==> src/rtl/l2_mem_pkg.sv <==
// Shared types for the L2-to-pmem scheduler: line type, grant state encoding
// and line-address helpers.
package l2_mem_pkg;
    localparam int LINE_OFFSET_BITS = 5;

    typedef logic [255:0] line_t;

    typedef enum logic [1:0] {
        IDLE,
        DEM,
        WB,
        PF
    } sched_state_t;

    function automatic logic same_line(input logic [31:0] a, input logic [31:0] b);
        return a[31:LINE_OFFSET_BITS] == b[31:LINE_OFFSET_BITS];
    endfunction

    function automatic logic [31:0] line_base(input logic [31:0] a);
        return {a[31:LINE_OFFSET_BITS], {LINE_OFFSET_BITS{1'b0}}};
    endfunction
endpackage

==> src/rtl/l2_mem_scheduler_if.sv <==
// Request, completion and pmem signals of the scheduler. The master side is the
// requester/memory environment; the slave side is the scheduler itself.
interface l2_mem_scheduler_if;
    import l2_mem_pkg::*;

    logic        dem_read;
    logic [31:0] dem_address;
    line_t       dem_rdata;
    logic        dem_resp;

    logic        wb_write;
    logic [31:0] wb_address;
    line_t       wb_wdata;
    logic        wb_resp;

    logic        pf_read;
    logic [31:0] pf_address;
    line_t       pf_rdata;
    logic        pf_resp;

    logic        pmem_read;
    logic        pmem_write;
    logic [31:0] pmem_address;
    line_t       pmem_wdata;
    line_t       pmem_rdata;
    logic        pmem_resp;

    modport master (
        output dem_read, dem_address, wb_write, wb_address, wb_wdata,
               pf_read, pf_address, pmem_rdata, pmem_resp,
        input  dem_rdata, dem_resp, wb_resp, pf_rdata, pf_resp,
               pmem_read, pmem_write, pmem_address, pmem_wdata
    );

    modport slave (
        input  dem_read, dem_address, wb_write, wb_address, wb_wdata,
               pf_read, pf_address, pmem_rdata, pmem_resp,
        output dem_rdata, dem_resp, wb_resp, pf_rdata, pf_resp,
               pmem_read, pmem_write, pmem_address, pmem_wdata
    );
endinterface

==> src/rtl/l2_sched_arbiter.sv <==
// Purpose: picks the next pmem grant from the pending requests while the scheduler is idle.
// Latency: purely combinational.
// Backpressure: none of its own; a losing requester simply keeps its request held.
module l2_sched_arbiter
    import l2_mem_pkg::*;
#(
    parameter int STARVE_LIMIT = 4,
    parameter int CNT_W        = 3
) (
    input  logic             dem_read,
    input  logic             wb_write,
    input  logic             pf_read,
    input  logic             dem_wb_hit,
    input  logic [CNT_W-1:0] starve_cnt,
    output sched_state_t     grant
);
    always_comb begin
        grant = IDLE;
        if (wb_write && ((dem_read && dem_wb_hit) || starve_cnt == CNT_W'(STARVE_LIMIT)))
            grant = WB;
        else if (dem_read)
            grant = DEM;
        // wb outranks pf, so a pf read of a line still waiting to be written back never wins
        else if (wb_write)
            grant = WB;
        else if (pf_read)
            grant = PF;
    end
endmodule

==> src/rtl/l2_mem_scheduler.sv <==
// Purpose: shares the single 256-bit pmem port between demand, write-back and prefetch requesters.
// Latency: pmem command 1 cycle after a request is seen idle; requester resp in the pmem_resp cycle.
// Backpressure: requesters hold their request until resp; one non-preemptive pmem transaction at a time.
module l2_mem_scheduler
    import l2_mem_pkg::*;
#(
    parameter int STARVE_LIMIT = 4
) (
    input logic               clk,
    input logic               reset,
    l2_mem_scheduler_if.slave bus
);
    localparam int CNT_W = $clog2(STARVE_LIMIT + 1);

    sched_state_t     state;
    sched_state_t     grant;
    logic [CNT_W-1:0] starve_cnt;
    logic [31:0]      grant_addr;
    logic             dem_wb_hit;

    assign dem_wb_hit = same_line(bus.dem_address, bus.wb_address);

    l2_sched_arbiter #(
        .STARVE_LIMIT(STARVE_LIMIT),
        .CNT_W       (CNT_W)
    ) u_arb (
        .dem_read  (bus.dem_read),
        .wb_write  (bus.wb_write),
        .pf_read   (bus.pf_read),
        .dem_wb_hit(dem_wb_hit),
        .starve_cnt(starve_cnt),
        .grant     (grant)
    );

    always_comb begin
        grant_addr = '0;
        case (grant)
            DEM:     grant_addr = line_base(bus.dem_address);
            WB:      grant_addr = line_base(bus.wb_address);
            PF:      grant_addr = line_base(bus.pf_address);
            default: grant_addr = '0;
        endcase
    end

    // Read data is a straight pass-through; only the per-requester resp qualifies it.
    assign bus.dem_rdata = bus.pmem_rdata;
    assign bus.pf_rdata  = bus.pmem_rdata;
    assign bus.dem_resp  = !reset && (state == DEM) && bus.pmem_resp;
    assign bus.wb_resp   = !reset && (state == WB)  && bus.pmem_resp;
    assign bus.pf_resp   = !reset && (state == PF)  && bus.pmem_resp;

    always_ff @(posedge clk) begin
        if (reset) begin
            state            <= IDLE;
            starve_cnt       <= '0;
            bus.pmem_read    <= 1'b0;
            bus.pmem_write   <= 1'b0;
            bus.pmem_address <= '0;
            bus.pmem_wdata   <= '0;
        end else begin
            if (!bus.wb_write)
                starve_cnt <= '0;
            else if (state == IDLE && grant == WB)
                starve_cnt <= '0;
            else if (state == IDLE && grant == DEM && starve_cnt != CNT_W'(STARVE_LIMIT))
                starve_cnt <= starve_cnt + 1'b1;

            case (state)
                IDLE: begin
                    state            <= grant;
                    bus.pmem_read    <= (grant == DEM) || (grant == PF);
                    bus.pmem_write   <= (grant == WB);
                    bus.pmem_address <= grant_addr;
                    bus.pmem_wdata   <= (grant == WB) ? bus.wb_wdata : '0;
                end
                default: begin
                    if (bus.pmem_resp) begin
                        state            <= IDLE;
                        bus.pmem_read    <= 1'b0;
                        bus.pmem_write   <= 1'b0;
                        bus.pmem_address <= '0;
                        bus.pmem_wdata   <= '0;
                    end
                end
            endcase
        end
    end
endmodule
==> src/flat_wrapper.sv <==
// flat-port wrapper written by rule: the top's interface ports become plain ports
module l2_mem_scheduler_flat import l2_mem_pkg::*;
#(
    parameter int STARVE_LIMIT = 4
)
  (clk, reset, bus_dem_read, bus_dem_address, bus_wb_write, bus_wb_address, bus_wb_wdata, bus_pf_read, bus_pf_address, bus_pmem_rdata, bus_pmem_resp, bus_dem_rdata, bus_dem_resp, bus_wb_resp, bus_pf_rdata, bus_pf_resp, bus_pmem_read, bus_pmem_write, bus_pmem_address, bus_pmem_wdata);
  l2_mem_scheduler_if bus_i ();
  input logic clk;
  input logic reset;
  input wire logic [$bits(bus_i.dem_read)-1:0] bus_dem_read;
  input wire logic [$bits(bus_i.dem_address)-1:0] bus_dem_address;
  input wire logic [$bits(bus_i.wb_write)-1:0] bus_wb_write;
  input wire logic [$bits(bus_i.wb_address)-1:0] bus_wb_address;
  input wire logic [$bits(bus_i.wb_wdata)-1:0] bus_wb_wdata;
  input wire logic [$bits(bus_i.pf_read)-1:0] bus_pf_read;
  input wire logic [$bits(bus_i.pf_address)-1:0] bus_pf_address;
  input wire logic [$bits(bus_i.pmem_rdata)-1:0] bus_pmem_rdata;
  input wire logic [$bits(bus_i.pmem_resp)-1:0] bus_pmem_resp;
  output wire logic [$bits(bus_i.dem_rdata)-1:0] bus_dem_rdata;
  output wire logic [$bits(bus_i.dem_resp)-1:0] bus_dem_resp;
  output wire logic [$bits(bus_i.wb_resp)-1:0] bus_wb_resp;
  output wire logic [$bits(bus_i.pf_rdata)-1:0] bus_pf_rdata;
  output wire logic [$bits(bus_i.pf_resp)-1:0] bus_pf_resp;
  output wire logic [$bits(bus_i.pmem_read)-1:0] bus_pmem_read;
  output wire logic [$bits(bus_i.pmem_write)-1:0] bus_pmem_write;
  output wire logic [$bits(bus_i.pmem_address)-1:0] bus_pmem_address;
  output wire logic [$bits(bus_i.pmem_wdata)-1:0] bus_pmem_wdata;
  assign bus_i.dem_read = bus_dem_read;
  assign bus_i.dem_address = bus_dem_address;
  assign bus_i.wb_write = bus_wb_write;
  assign bus_i.wb_address = bus_wb_address;
  assign bus_i.wb_wdata = bus_wb_wdata;
  assign bus_i.pf_read = bus_pf_read;
  assign bus_i.pf_address = bus_pf_address;
  assign bus_i.pmem_rdata = bus_pmem_rdata;
  assign bus_i.pmem_resp = bus_pmem_resp;
  assign bus_dem_rdata = bus_i.dem_rdata;
  assign bus_dem_resp = bus_i.dem_resp;
  assign bus_wb_resp = bus_i.wb_resp;
  assign bus_pf_rdata = bus_i.pf_rdata;
  assign bus_pf_resp = bus_i.pf_resp;
  assign bus_pmem_read = bus_i.pmem_read;
  assign bus_pmem_write = bus_i.pmem_write;
  assign bus_pmem_address = bus_i.pmem_address;
  assign bus_pmem_wdata = bus_i.pmem_wdata;
  l2_mem_scheduler #(.STARVE_LIMIT(STARVE_LIMIT)) u_core (.clk(clk), .reset(reset), .bus(bus_i));
endmodule
==> config.mk <==
export PLATFORM = sky130hd
export DESIGN_NAME = l2_mem_scheduler_flat
export DESIGN_NICKNAME = d
export VERILOG_FILES = /design/src/rtl/l2_mem_pkg.sv /design/src/rtl/l2_mem_scheduler_if.sv /design/src/rtl/l2_sched_arbiter.sv /design/src/rtl/l2_mem_scheduler.sv /design/src/flat_wrapper.sv
export SDC_FILE = /design/constraint.sdc
export NUM_CORES = 1
export LEC_CHECK = 0
export ABC_AREA = 0
export CAP_MARGIN = 5
export CORE_AREA = 4 4 546 548
export CTS_BUF_LIST = sky130_fd_sc_hd__clkbuf_8
export DETAILED_ROUTE_END_ITERATION = 10
export DIE_AREA = 0 0 550 552
export PLACE_DENSITY_LB_ADDON = 0.08
export SYNTH_ARGS = -nofsm -noshare
export SYNTH_HDL_FRONTEND = slang
export SYNTH_SLANG_ARGS = --single-unit
==> constraint.sdc <==
create_clock -name clk -period 2.6 [get_ports clk]
set_input_delay 0.78 -clock clk [delete_from_list [all_inputs] [get_ports clk]]
set_output_delay 0.78 -clock clk [all_outputs]
set_load 0.01 [all_outputs]
==> impl_metrics.ini <==
[run_status]
status = complete, no violations

[finish]
stdcell_count = 5514
areaGrowthSynthToFinish_pct = 74.0
nNetsFinal = 2145
n_fill_cell = 34200
seqCellArea_sq_mm = 0.00580
drive_above_1_share = 0.161
multi_input_area_sq_mm = 0.00357

[floorplanning]
io_pins = 1419
fp.dieH_um = 552
core-area_sq_mm = 0.293
chipWidth_um = 550
die_area_sq_mm = 0.304
rows = 199
initial_core_util = 0.0457

[cts]
clkTransAtPathRegs_ps = 60
cts_tree = built
numClockSinks = 289
cts_inserted_buffers = 77
htreeDepth = 3
clock_tree.root_cell = clkbuf_8
clockBufferDepth = 4
clk_latency_ps = 820

[global_routing]
grt_pass1_wl_um = 124000
grt_overflow = 0
grtUsageTotal = 0.0618
antenna_found_initial = 79
grt_max_degree = 40
grt_pass1_vias = 11700

[route]
antenna_left = 0
drc = 0
vias = 10500
drt-total-wl_um = 97300
vias_per_cell = 1.91
initialDrtViolationCount = 384
wire_per_inst_um = 17.7
drt-pass1-iter-count = 4

[place]
dp_hpwl_um = 78100
dp_cells = 5344
portBuffers = 630
gp_congestion = 0.692

[critical_path]
worstSetupEndpointType = flip-flop
cp-startpoint = bus_dem_address[11]
crit_required_ps = 3340
worst_setup_path_start_kind = input pin
crit_arrival_ps = 3330
timing.rr.start = u_core.starve_cnt[0]
rr_worst_depth = 11
worstPathMaxFanout = 12
path_class = input pin to flip-flop

[sta]
finalHoldViolCount = 0
slew_viol_final = 0
finalClockSkew_ps = 47.6
worst_pin_slew_ps = 839
finalSetupViolCount = 0
min_period_ps = 2590
slew_headroom = 0.437
post-route-period-util = 0.997
fmax_mhz = 386
holdWs_ps = 321
rsz0062_at_grt = no

[power]
ir_worst_vdd_mv = 0.226
power_density_mw_per_mm2 = 549
leakagePower_nw = 8.87

[logic_synthesis]
synth_seq_cells = 289
yosys_most_used_dff = dfxtp_1
synth_top_cell_area_share = 0.432
syn-cell-area_sq_mm = 0.0134
synth_area_per_cell_sq_um = 10.3
async_reset_ff_frac = 0
synthCells = 1299
synth_edf_count = 0
synth_top_cell_by_area = dfxtp_1
yosysSeqAreaShare = 0.432
yosys_warnings = 0
synth_cell_types = 36
synthTopCellsByArea = dfxtp_1 43%, buf_4 29%, a22o_1 17%, a32oi_1 1.8%, a22oi_1 1.5%

[min_path]
hp-class = input pin to flip-flop
worstHoldPathCells = 3
hp-start = bus_dem_address[24]

[flow_run]
drv_cap = 0
## what timing repair did
| item | 4_1_cts | 5_1_grt |
|---|---|---|
| resized for setup | 368 | 28 |
| cloned | 10 | 0 |
| setup endpoints to repair | 562 | 199 |
| setup buffers | 17 | 0 |
| hold buffers | 0 | 0 |
| pin swaps | 16 | 18 |
## cell usage in the layout (no fill, tap or decap), types with 3 or more instances in the layout
cell             count
inv_1               33
xnor2_4              3
a22oi_1             27
nor4_2               3
xnor2_2              9
dlymetal6s2s_1      10
nand4_1              5
clkbuf_8            92
clkdlybuf4s15_2      6
dfxtp_1            279
nand2_1              5
a22o_1             257
xnor2_1              5
buf_6                5
dlygate4sd2_1      274
xor2_1              12
o21ai_1             25
nor4_1               3
a32oi_1             27
buf_12              28
dfxtp_2              9
diode_2             15
buf_4               62
nor2_1               5
buf_16              16
clkdlybuf4s15_1      6
clkdlybuf4s50_1    329
nor3_1               3
clkinv_2             3
conb_1               5
bufinv_16            3
## sequential cells by signal, summed over array words and instances, names as in the netlist
name	flops
u_core.state	2
u_core.bus.pmem_wdata	256
u_core.bus.pmem_address	27
u_core.bus.pmem_write	1
u_core.starve_cnt	3
## cells in the mapped netlist (2+ instances only)
master and count:
buf_4 520, dfxtp_1 289, a22o_1 257, clkbuf_1 46, a22oi_1 27, a32oi_1 27
o21ai_1 27, buf_2 25, xnor2_1 17, xor2_1 12, nor2_1 6, nor4_1 6
nand2_1 5, nand4_1 5, nor3_1 4, inv_1 3, buf_6 2, ha_1 2
nor2b_1 2
## worst max-delay path, cell delays in order
cell	delay (ps)
clkdlybuf4s50_1	460
xor2_1	230
nor4_2	420
buf_4	180
nand3_1	90
o21ba_4	270
nor2_4	170
buf_8	140
buf_16	160
buf_12	130
buf_16	130
a22o_1	120
## power by group
part / internal, mW / leakage [nW] / switching (mW)
Sequential: 4.62 / 2.35 / 0.121
Combinational: 1.04 / 5.64 / 0.879
Clock: 3.46 / 0.876 / 2.68
Total: 9.12 / 8.87 / 3.68
## metal layers
metal	wire length (um)	part of all wire	vias up	GRT usage
li1	-	-	4594	-
met1	30900	0.32	4732	0.0543
met2	46300	0.48	750	0.105
met3	14400	0.15	392	0.0439
met4	5280	0.054	64	0.0320
met5	423	0.0043	-	0
## cell type report
type / instances / area share
sequential: 289 / 0.249
inverter: 3 / 0.000483
timing repair buffer: 740 / 0.321
antenna: 15 / 0.00161
clock buffer: 92 / 0.0543
tap: 3919 / 0.210
multi-input combinational: 418 / 0.153
clock inverter: 38 / 0.00998
## logic make-up (layout without fill, tap and decap cells)
logic type                 after synthesis  in the layout  synth area share
and+or+nand+nor                         36             36            0.0151
buffers and inverters                  596            873             0.316
other                                    1             20          0.000280
xor gates and xnor gates                29             29            0.0190
DFF                                    289            289             0.432
adders and majority gates                2              2           0.00187
muxes                                    1              1          0.000747
AOI/OAI and AO/OA                      345            345             0.215
## per-stage QoR
stage	total power, mW	instance area, sq um	TNS, ps	setup slack [ps]	util
floorplan	6.11	13400	0	19.2	-
global placement	6.83	21300	-404530	-1470	0.0728
detailed placement	6.81	21300	-391720	-1430	0.0728
CTS	13.5	23200	0	0.0879	0.0792
global route	13.6	23300	0	0.721	0.0795
finish	12.8	23300	0	6.71	0.0796
## worst paths after layout
kind                                               endpoint  slack, ps
worst max-delay path              u_core.bus.pmem_wdata[19]          7
worst min-delay path            u_core.bus.pmem_address[24]        320
worst max register to register   u_core.bus.pmem_wdata[178]        610
worst min register to register   u_core.bus.pmem_wdata[148]        470
(Power assumes the default switching activity.)
